File: config.mk
export PLATFORM = sky130hd
export DESIGN_NAME = spi_slave_fe
export DESIGN_NICKNAME = d
export VERILOG_FILES = /design/src/rtl/spi_slave_fe.sv
export SDC_FILE = /design/constraint.sdc
export NUM_CORES = 1
export LEC_CHECK = 0
export ABC_AREA = 1
export ABC_CLOCK_PERIOD_IN_PS = 1600
export CAP_MARGIN = 10
export CORE_MARGIN = 8
export CORE_UTILIZATION = 55
export DETAILED_ROUTE_END_ITERATION = 16
export PLACE_DENSITY = 0.79
export SYNTH_ARGS = -nofsm -noshare
export SYNTH_HDL_FRONTEND = slang
export SYNTH_SLANG_ARGS = --single-unit
File: constraint.sdc
create_clock -name clk -period 1.6 [get_ports clk]
set_input_delay 0.32 -clock clk [delete_from_list [all_inputs] [get_ports clk]]
set_output_delay 0.32 -clock clk [all_outputs]
set_load 0.01 [all_outputs]
File: src/rtl/spi_slave_fe.sv
// SPI slave front-end for the single-port RAM wrapper.
// Deserialises MOSI frames into rx_data/rx_valid words and serialises the
// RAM read response (tx_data/tx_valid) back out on MISO, MSB first.
// A frame is one SS_n-low period: one decision bit, then a 10-bit word.
// The decision bit picks the path. rd_addr_seen remembers whether a read
// address has already gone to the RAM, so the next read frame fetches data.

module spi_slave_fe #(
  parameter int MEM_WIDTH = 8
) (
  input  logic                   clk,
  input  logic                   rst_n,
  input  logic                   SS_n,
  input  logic                   MOSI,
  output logic                   MISO,
  output logic [MEM_WIDTH+1:0]   rx_data,
  output logic                   rx_valid,
  input  logic [MEM_WIDTH-1:0]   tx_data,
  input  logic                   tx_valid
);

  localparam int RXW  = MEM_WIDTH + 2;
  localparam int CW   = $clog2(RXW + 1);
  localparam int TXCW = $clog2(MEM_WIDTH + 1);

  localparam logic [CW-1:0]   LAST_BIT   = CW'(RXW - 1);
  localparam logic [TXCW-1:0] TX_REMAIN  = TXCW'(MEM_WIDTH - 1);

  typedef enum logic [2:0] {
    IDLE      = 3'd0,
    CHK_CMD   = 3'd1,
    WRITE     = 3'd2,
    READ_ADD  = 3'd3,
    READ_DATA = 3'd4
  } state_t;

  state_t                state;
  logic [CW-1:0]         bit_cnt;      // payload bits taken so far
  logic [RXW-1:0]        shift_reg;    // MOSI deserialiser
  logic                  word_done;    // 10 bits taken; ignore the rest of the frame
  logic                  rd_addr_seen; // a read address has been forwarded
  logic                  wait_tx;      // read-data word sent, waiting for RAM response
  logic [MEM_WIDTH-1:0]  tx_shift;     // remaining read-data bits, next one at MSB
  logic [TXCW-1:0]       tx_cnt;       // bits still to shift out after the current one

  // Protocol FSM, deserialiser, read-address tracking and MISO serialiser.
  // All outputs are registered; SS_n high aborts any frame from any state.
  always_ff @(posedge clk or negedge rst_n) begin
    if (!rst_n) begin
      state        <= IDLE;
      bit_cnt      <= '0;
      shift_reg    <= '0;
      word_done    <= 1'b0;
      rd_addr_seen <= 1'b0;
      wait_tx      <= 1'b0;
      tx_shift     <= '0;
      tx_cnt       <= '0;
      MISO         <= 1'b0;
      rx_data      <= '0;
      rx_valid     <= 1'b0;
    end else begin
      rx_valid <= 1'b0;
      if (SS_n) begin
        // Partial frames are dropped; rd_addr_seen deliberately survives.
        state     <= IDLE;
        bit_cnt   <= '0;
        word_done <= 1'b0;
        wait_tx   <= 1'b0;
        tx_cnt    <= '0;
        tx_shift  <= '0;
        MISO      <= 1'b0;
      end else begin
        case (state)
          IDLE: begin
            state     <= CHK_CMD;
            bit_cnt   <= '0;
            word_done <= 1'b0;
            MISO      <= 1'b0;
          end

          CHK_CMD: begin
            // Decision bit only steers the FSM; it is not part of rx_data.
            MISO <= 1'b0;
            if (!MOSI)
              state <= WRITE;
            else if (rd_addr_seen)
              state <= READ_DATA;
            else
              state <= READ_ADD;
          end

          WRITE, READ_ADD, READ_DATA: begin
            if (!word_done) begin
              shift_reg <= {shift_reg[RXW-2:0], MOSI};
              if (bit_cnt == LAST_BIT) begin
                rx_data   <= {shift_reg[RXW-2:0], MOSI};
                rx_valid  <= 1'b1;
                word_done <= 1'b1;
                bit_cnt   <= '0;
                if (state == READ_ADD)
                  rd_addr_seen <= 1'b1;
                if (state == READ_DATA) begin
                  rd_addr_seen <= 1'b0;
                  wait_tx      <= 1'b1;
                end
              end else begin
                bit_cnt <= bit_cnt + 1'b1;
              end
            end

            // tx_valid only counts while waiting and not already shifting.
            if (tx_cnt != '0) begin
              MISO     <= tx_shift[MEM_WIDTH-1];
              tx_shift <= tx_shift << 1;
              tx_cnt   <= tx_cnt - 1'b1;
            end else if (wait_tx && tx_valid) begin
              MISO     <= tx_data[MEM_WIDTH-1];
              tx_shift <= tx_data << 1;
              tx_cnt   <= TX_REMAIN;
              wait_tx  <= 1'b0;
            end else begin
              MISO <= 1'b0;
            end
          end

          default: begin
            state <= IDLE;
            MISO  <= 1'b0;
          end
        endcase
      end
    end
  end

endmodule

Word-level counts from Yosys, hierarchy flattened
Cells that the tools add are included.

Reduce and logical (&&, ||, !) cells: 13. Multiplexer cells: 36. Bitwise operators: 2. Equality and inequality tests: 7. $add $sub $neg: 2.

Operators by type and width (count): 8-bit 2-to-1 mux (4); 4-bit 2-to-1 mux (7); 1-bit 2-to-1 mux (19); 3-bit 2-to-1 mux (3); 3-bit case mux with 3 select lines (1); 4-bit case mux with 2 select lines (1); 3-bit by 2-bit equality test with 1-bit output, second input constant (2); 3-bit nonzero test (2); 5-bit AND reduction (1); 4-bit by 1-bit adder with 4-bit output, second input constant (1); 4-bit equality test, second input constant (1); 2-bit AND reduction (2); 4-bit AND reduction (1); 2-bit nonzero test (2); 4-bit nonzero test (1); 4-bit by 1-bit subtractor with 4-bit output, second input constant (1); 3-bit by 1-bit equality test with 1-bit output, second input constant (1); 3-bit equality test, second input constant (1); 3-bit logical NOT (1); 3-bit inequality test, second input constant (1); 3-bit AND reduction (1); 3-bit OR reduction (1); 2-bit inequality test, second input constant (1); 1-bit NOT (2); 2 further kinds (2).

Logic and storage cells: 71. Flip-flop bits (word level): 43.

Longest topological paths before layout
Gate-level depths: netlist of run 1.

Depth in word-level cells: 8. Depth in mapped cells: 10. Mapped depth without buffers: 9.

Worst setup path after synthesis of run 1
Ideal clock, no wire load.

Path type: reg2reg. Start: register tx_cnt[0]. End: register tx_cnt[2]. Setup slack: 0.206 ns. Library setup time: 0.118 ns. Path buffers: 1. Cell stages (with the launch flop): 9. Arrival time: 1.276 ns. Data required time: 1.482 ns. Path through: dfrtp_1 -> inv_1 -> ha_1 -> nand2_4 -> nor2_8 -> nand2_2 -> nand2_4 -> buf_6 -> o21ai_2.

Longest elaborated chain between the ends: 4. Elaborated cells on any way between the ends: 7. Those cells by class: add/sub (1); mux (3); reduce/logical (3).

Ends and longest elaborated chain: start, declared (RTL line 44) `logic [TXCW-1:0] tx_cnt;`; start signal, assigned (RTL line 115) `tx_cnt <= tx_cnt - 1'b1;`; 4-bit by 1-bit subtractor with 4-bit output / 4-bit nonzero test (equally long branches) (RTL line 115, 112); 4-bit 2-to-1 mux (RTL line 112) `if (tx_cnt != '0) begin`; 4-bit 2-to-1 mux (RTL line 73) `case (state)`; 4-bit 2-to-1 mux (RTL line 63) `if (SS_n) begin`.

Parallel ways exist; a longest one is shown, timed or not. The select of a mux whose other input is x is not followed. A chain may end at the register's enable or synchronous reset.

Final worst setup path of run 1
Start: register rx_data[7]. End: output rx_data[7].

RTL lines: start, declared (RTL line 16) `output logic [MEM_WIDTH+1:0] rx_data,`; start signal, assigned (RTL line 96) `rx_data <= {shift_reg[RXW-2:0], MOSI};`.

No word-level cell between the ends.

==> metrics.md, run 1 <==
| Metric | Value |
|---|---|
| VDD IR-drop max | 0.000832 V |
| Slew Viols, Final | 0 |
| Worst path depth | 1 |
| Share of layout cells above drive strength 1 | 20.9% |
| Number of remaining DRC errors | 0 |
| Drt initial violations | 140 |
| Register area share after synthesis | 49.2% |
| Worst hold path depth | 2 |
| RSZ-0062 raised after global routing | false |
| Reg2Reg Setup Slack | 130 ps |
| WP data required | 1280 ps |
| Setup violators final | 0 |
| First-pass GRT wire length | about 7700 um |
| All-Layer GR Usage | 15.4% |
| Worst slew pin tran | 471 ps |
| Drt pass-1 iters | 5 |
| YS warnings | 0 |
| Max FFs per register | 10 |
| CTS clock-pin slew for the worst setup and hold paths | about 80 ps |
| Clk buf depth | 2 |
| CTS tree | built |
| CP delay by family, top | buffers and inverters |
| Area grow syn2layout | 22.5% |
| GRT overflow | 0 |
| Vias in the first global route | 1723 |
| Gpl congestion | 0.775 |
| # clock sinks | between 40 and 50 |
| Critical Path AT | 1210 ps |
| DP Wirelength | 3150 um |
| Die width | 78.3 um |
| DP Area | roughly 2500 sq um |
| N_diodes | 0 |
| Tmin final | 1530 ps |
| Final WL | 4190 um |
| Sequence of cells on the critical path | clkdlybuf4s50_1 |
| Worst Hold Slack | 485 ps |
| Number of port buffers | 24 |
| Worst Hold Class | register to register |
| Routed via count | ~1700 |
| Fmax | 654 MHz |
| Antenna viol nets, final | 0 |
| Post-synth design cell area | 2140 sq um |
| Cell count after synthesis | 245 |
| H-tree levels | 2 |
| Io pins | 25 |
| Leak Pwr | 1.31 nW |
| Synth Area per Inst | 8.72 sq um |
| Routed len/inst | 12.5 um |
| Pre-CTS setup slack | -118 ps |
| Critical Path Start Type | register |
| Status | finished, final reports clean |
| CP Buf/Inv Count | 1 |
| Register-to-Register Path Depth | 9 |
| Crit share post-route | 95.5% |
| Worst Setup End Kind | output port |
| # Max-Cap Violations | 0 |
| Crit path max fanout | 2 |
| Via/cell ratio | 5.14 |
| Die area | 6140 sq um |
| Root buf cell | clkbuf_8 |
| TritonCTS Buffers | 5 |
| Pin count of the biggest net entering global routing | 23 |
| Layout Nets | 302 |
| Setup WS post-layout | ~70 ps |
| Initial antenna violation count | 0 |
| Seq cells post-synth | 42 |
| Hold Fails Final Rpt | 0 |
| Clock latency at the later pin of the worst-skew pair | roughly 300 ps |
| Worst Path Class, Setup | register to output port |
| Worst-case clock skew | 3.90 ps |
| Post-CTS Setup Inserts | 0 |
| Max-Slew Margin vs Limit | between 60% and 70% |
| Die height | between 70 and 80 um |
| Pwr Density | 1280 nW/um^2 |
| Library cells used by synthesis | 25 |
| Num rows | 22 |
| Placeable Area | about 3700 sq um |
| Setup_tns | 0 ps |
| Starting Density | roughly 58% |
| Post-Syn Nets | ~260 |
| Cell area after layout | 2620 sq um |
| Max incr delay on CP | 540 ps |
| CP max-delay cell | clkdlybuf4s50_1 |
-- cell usage after synthesis --
master / count / area share, %
nand2_2: 3 / 0.88
a21oi_1: 3 / 0.70
nor2_8: 2 / 1.9
buf_8: 1 / 0.70
xor2_1: 2 / 0.82
nor2_4: 2 / 1.1
o31ai_1: 1 / 0.35
buf_6: 3 / 1.6
nand3_1: 15 / 3.5
o21ai_2: 16 / 6.6
nand4_1: 5 / 1.5
nor3_1: 1 / 0.23
dfrtp_1: 42 / 49
o21ai_1: 7 / 1.6
inv_2: 2 / 0.35
inv_1: 26 / 4.6
nor2_2: 2 / 0.59
ha_1: 3 / 1.8
nor2_1: 8 / 1.4
nand2_4: 5 / 2.6
o21ai_0: 8 / 1.9
inv_4: 1 / 0.29
nand3_4: 1 / 0.82
nand2_1: 85 / 15
buf_2: 1 / 0.23
-- through the flow --
step           std cells  util [%]  total power, mW
6_report             335      71.0             3.35
5_1_grt              335      71.0             3.58
4_1_cts              335      70.7             3.34
3_5_place_dp         326      67.3             2.49
3_3_place_gp         326      67.3             2.45
2_1_floorplan        245         -             2.20
-- layout by cell type (no fill, tap or decap), drive strengths merged --
| master | count |
|---|---|
| a21oi | 3 |
| buf | 15 |
| bufinv | 1 |
| clkbuf | 5 |
| clkdlybuf4s50 | 23 |
| clkinvlp | 2 |
| dfrtp | 42 |
| dlygate4sd3 | 1 |
| ha | 3 |
| inv | 29 |
| nand2 | 93 |
| nand3 | 16 |
| nand4 | 5 |
| nor2 | 14 |
| nor3 | 1 |
| o21ai | 31 |
| o31ai | 1 |
| xor2 | 2 |
-- per-layer routing --
layer  wire [um]  global-route usage (%)
met5           0                       0
met4          70                    6.67
met3         198                    3.76
met2        1970                    24.5
met1        1960                    19.4
-- layout make-up --
class / count / area (sq um)
flip-flops and latches: 42 / 1050
clock buffers: 5 / 68.8
inverters: 29 / 111
clock inverters: 3 / 45.0
repair buffers: 39 / 350
fillers: 299 / 1070
multi-input cells: 169 / 932
well taps: 48 / 60.1
-- repair_timing --
item,CTS,global route
hold endpoints to repair,20,0
hold buffers,1,0
resized for setup,0,4
endpoints found under the setup margin,0,9
-- final timing paths --
path / startpoint / end
hold / removal: rx_data[8] / rx_data[8]
setup reg to reg: bit_cnt[1] / rx_data[9]
max in group asynchronous: rst_n / tx_shift[5]
min in group asynchronous: rst_n / shift_reg[1]
setup / recovery: rx_data[7] / rx_data[7]
hold reg to reg: rx_data[8] / rx_data[8]
-- power breakdown --
group / internal (mW) / total [mW] / switching (mW) / leakage, nW
sequential: 1.30 / 1.45 / 0.148 / 0.563
clock: 0.464 / 0.849 / 0.385 / 0.0504
combinational: 0.411 / 1.06 / 0.648 / 0.693
-- cells by family after synthesis --
family | count (synthesis) | share of synthesized area [%]
flops | 42 | 49.2
xor+xnor | 2 | 0.820
buf+inv | 34 | 7.73
fa+ha+maj | 3 | 1.76
simple gates | 129 | 29.4
compound gates | 35 | 11.1
(Power assumes the default switching activity.)
==> inputs of run 2 (changes only) <==
==> constraint.sdc (replaced) <==
create_clock -name clk -period 1.6 [get_ports clk]
set_input_delay 0.16 -clock clk [delete_from_list [all_inputs] [get_ports clk]]
set_output_delay 0.16 -clock clk [all_outputs]
set_load 0.01 [all_outputs]
==> run 2 against run 1 <==
Non-clock buffer count is 6 lower. First-iteration DRC count decreased by 45%. Highest routed layer unchanged. Flip-flop and latch count is the same. Critical endpoint is now tx_shift[4]. Sequential power hardly changed. Largest cell class unchanged.
==> metrics.md, run 2 (synthesis gave the netlist of run 1 again) <==
| Metric | Value |
|---|---|
| Clk buf depth | 2 (unchanged) |
| Area grow syn2layout | 22.4% (was 22.5%) |
| Setup_tns | 0 ps (unchanged) |
| Worst Setup End Kind | register (was output port) |
| WP data required | 1780 ps (was 1280 ps) |
| Initial antenna violation count | 0 (unchanged) |
| Tot Pwr | 3.50 mW (was 3.35 mW) |
| Critical Path AT | 1640 ps (was 1210 ps) |
| Area of the multi-input gates | 932 sq um (unchanged) |
| Post-CTS Setup Inserts | 0 (unchanged) |
| Io pins | 25 (unchanged) |
| Slew Viols, Final | 0 (unchanged) |
| Routed via count | 1660 (was 1722) |
| Setup violators final | 0 (unchanged) |
| Max-Slew Margin vs Limit | 69.4% (was 68.6%) |
| Vias in the first global route | 1693 (was 1723) |
| Routed len/inst | 12.8 um (was 12.5 um) |
| VDD IR-drop max | 0.000937 V (was 0.000832 V) |
| Via/cell ratio | 5.05 (was 5.14) |
| Setup WS post-layout | 138 ps (was 71.9 ps) |
| Drt pass-1 iters | 4 (was 5) |
| Number of remaining DRC errors | 0 (unchanged) |
| Crit-path most repeated cell | nand2_1 |
| GRT overflow | 0 (unchanged) |
| Layout Nets | 296 (was 302) |
| Final WL | 4210 um (was 4190 um) |
| Critical Path Start Type | register (unchanged) |
| Worst slew pin tran | 459 ps (was 471 ps) |
| Number of port buffers | 24 (unchanged) |
| Hold Fails Final Rpt | 0 (unchanged) |
| Max incr delay on CP | 400 ps (was 540 ps) |
| Pre-CTS setup slack | 57.9 ps (was -118 ps) |
| CTS tree | built (unchanged) |
| First-pass GRT wire length | 7660 um (was 7690 um) |
| Reg area | 1050 sq um (unchanged) |
| Die height | 78.3 um (unchanged) |
| # clock sinks | 42 (unchanged) |
| Leak Pwr | 1.31 nW (about the same) |
| Clock latency at the later pin of the worst-skew pair | 290 ps (was 300 ps) |
| Share of layout cells above drive strength 1 | 18.9% (was 20.9%) |
| Status | finished, final reports clean (unchanged) |
| Fill cell count | 290 (was 299) |
| Gpl congestion | 0.826 (was 0.775) |
| Pin count of the biggest net entering global routing | 24 (was 23) |
| TritonCTS Buffers | 5 (unchanged) |
| Max FFs per register | 10 (unchanged) |
| DP Wirelength | 3040 um (was 3150 um) |
| Worst Hold Slack | 348 ps (was 485 ps) |
| Placeable Area | 3690 sq um (unchanged) |
| Crit share post-route | 91.4% (was 95.5%) |
| RSZ-0062 raised after global routing | false (unchanged) |
| Tmin final | 1460 ps (was 1530 ps) |
| CTS clock-pin slew for the worst setup and hold paths | 80 ps (about the same) |
| N_diodes | 0 (unchanged) |
| CP max-delay cell | dfrtp_1 (was clkdlybuf4s50_1) |
| Die area | 6140 sq um (unchanged) |
| Starting Density | 57.9% (unchanged) |
| Fmax | 684 MHz (was 654 MHz) |
| Die width | 78.3 um (unchanged) |
| # Max-Cap Violations | 0 (unchanged) |
| Worst Hold Class | input port to async pin (was register to register) |
| H-tree levels | 2 (unchanged) |
| Pwr Density | 1340 nW/um^2 (was 1280 nW/um^2) |
| Antenna viol nets, final | 0 (unchanged) |
| Worst Path Class, Setup | register to register (was register to output port) |
| Drt initial violations | 77 (was 140) |
| Commonest non-fill, non-tap cell in the layout | nand2_1 (unchanged) |
| Num rows | 22 (unchanged) |
| Most frequent cells in the layout | 85 x nand2_1, 42 x dfrtp_1, 25 x inv_1, 23 x clkdlybuf4s50_1, 16 x o21ai_2 (was 85 x nand2_1, 42 x dfrtp_1, 24 x inv_1, 23 x clkdlybuf4s50_1, 16 x o21ai_2) |
| All-Layer GR Usage | 15.1% (was 15.4%) |
| Root buf cell | clkbuf_8 (unchanged) |
| Sequence of cells on the critical path | inv_1, ha_2, nand2_4, nor2_8, nand2_2, nand2_8, inv_2, nand2_1, nand2_1 (was clkdlybuf4s50_1) |
| Crit path max fanout | 15 (was 2) |
| Worst-case clock skew | 7.22 ps (was 3.90 ps) |
## run 2: cell types whose count changed in the layout (fill, tap and decap cells not counted)
cell        delta
clkbuf_8       +1
inv_1          +1
buf_4          -7
bufinv_16      +1
buf_12         +1
clkinvlp_4     -2
inv_2          -1
## run 2: per-layer routing
metal,vias to the layer above,wire length (um),share of wire [%],global-route usage [%]
met3,2,167,4.0,4.44
met2,27,2050,49,24.6
li1,844,-,-,-
met5,-,0,0,0
met1,787,1960,47,19.0
met4,0,25,0.59,4.44
## run 2: final timing paths
kind | to | startpoint | depth (start not counted) | slack (ps)
max | tx_shift[4] | tx_cnt[0] | 9 | 140
min | rx_data[2] | rst_n | 2 | 350
max reg2reg | tx_shift[4] | tx_cnt[0] | 9 | 140
min reg2reg | tx_shift[5] | tx_shift[5] | 2 | 480
max in group asynchronous | rx_data[5] | rst_n | 3 | 780
min in group clk | tx_shift[1] | tx_data[0] | 3 | 450
## run 2: area by class of cell
type / instances / area share, %
tap: 48 / 2.30
timing repair buffer: 33 / 12.2
clock buffer: 6 / 3.16
multi-input combinational: 169 / 35.6
inverter: 29 / 4.26
clock inverter: 2 / 2.30
sequential: 42 / 40.2
## run 2: stage by stage
stage | std cells | utilization (%) | instance area (sq um)
6_report | 329 | 70.9 | 2620
5_1_grt | 329 | 70.9 | 2620
4_1_cts | 329 | 70.6 | 2600
3_5_place_dp | 320 | 66.5 | 2450
3_3_place_gp | 320 | 66.5 | 2450
2_1_floorplan | 245 | - | 2140
## run 2: worst max-delay path, delay by kind of cell (launching register included)
kind,cells,cell delay (ps)
buf+inv,2,200
flops,1,400
simple gates,6,510
fa+ha+maj,1,240
## run 2: what timing repair did
item	4_1_cts	5_1_grt
endpoints found under the hold margin	19	0
hold buffers	1	0
resized for setup	0	3
setup endpoints to repair	0	8
## run 2: power breakdown
group          leakage [nW]  total (mW)  internal, mW  switching [mW]
Clock                0.0714        1.01         0.665           0.346
Sequential            0.563        1.45          1.30           0.155
Combinational         0.671        1.03         0.387           0.646
Total                  1.31        3.50          2.35            1.15
==> inputs of run 3 (changes only) <==
- HOLD_SLACK_MARGIN: unset -> 0.06
==> results of run 3 <==
Final layout, timing and power as in run 2 (identical DEF).
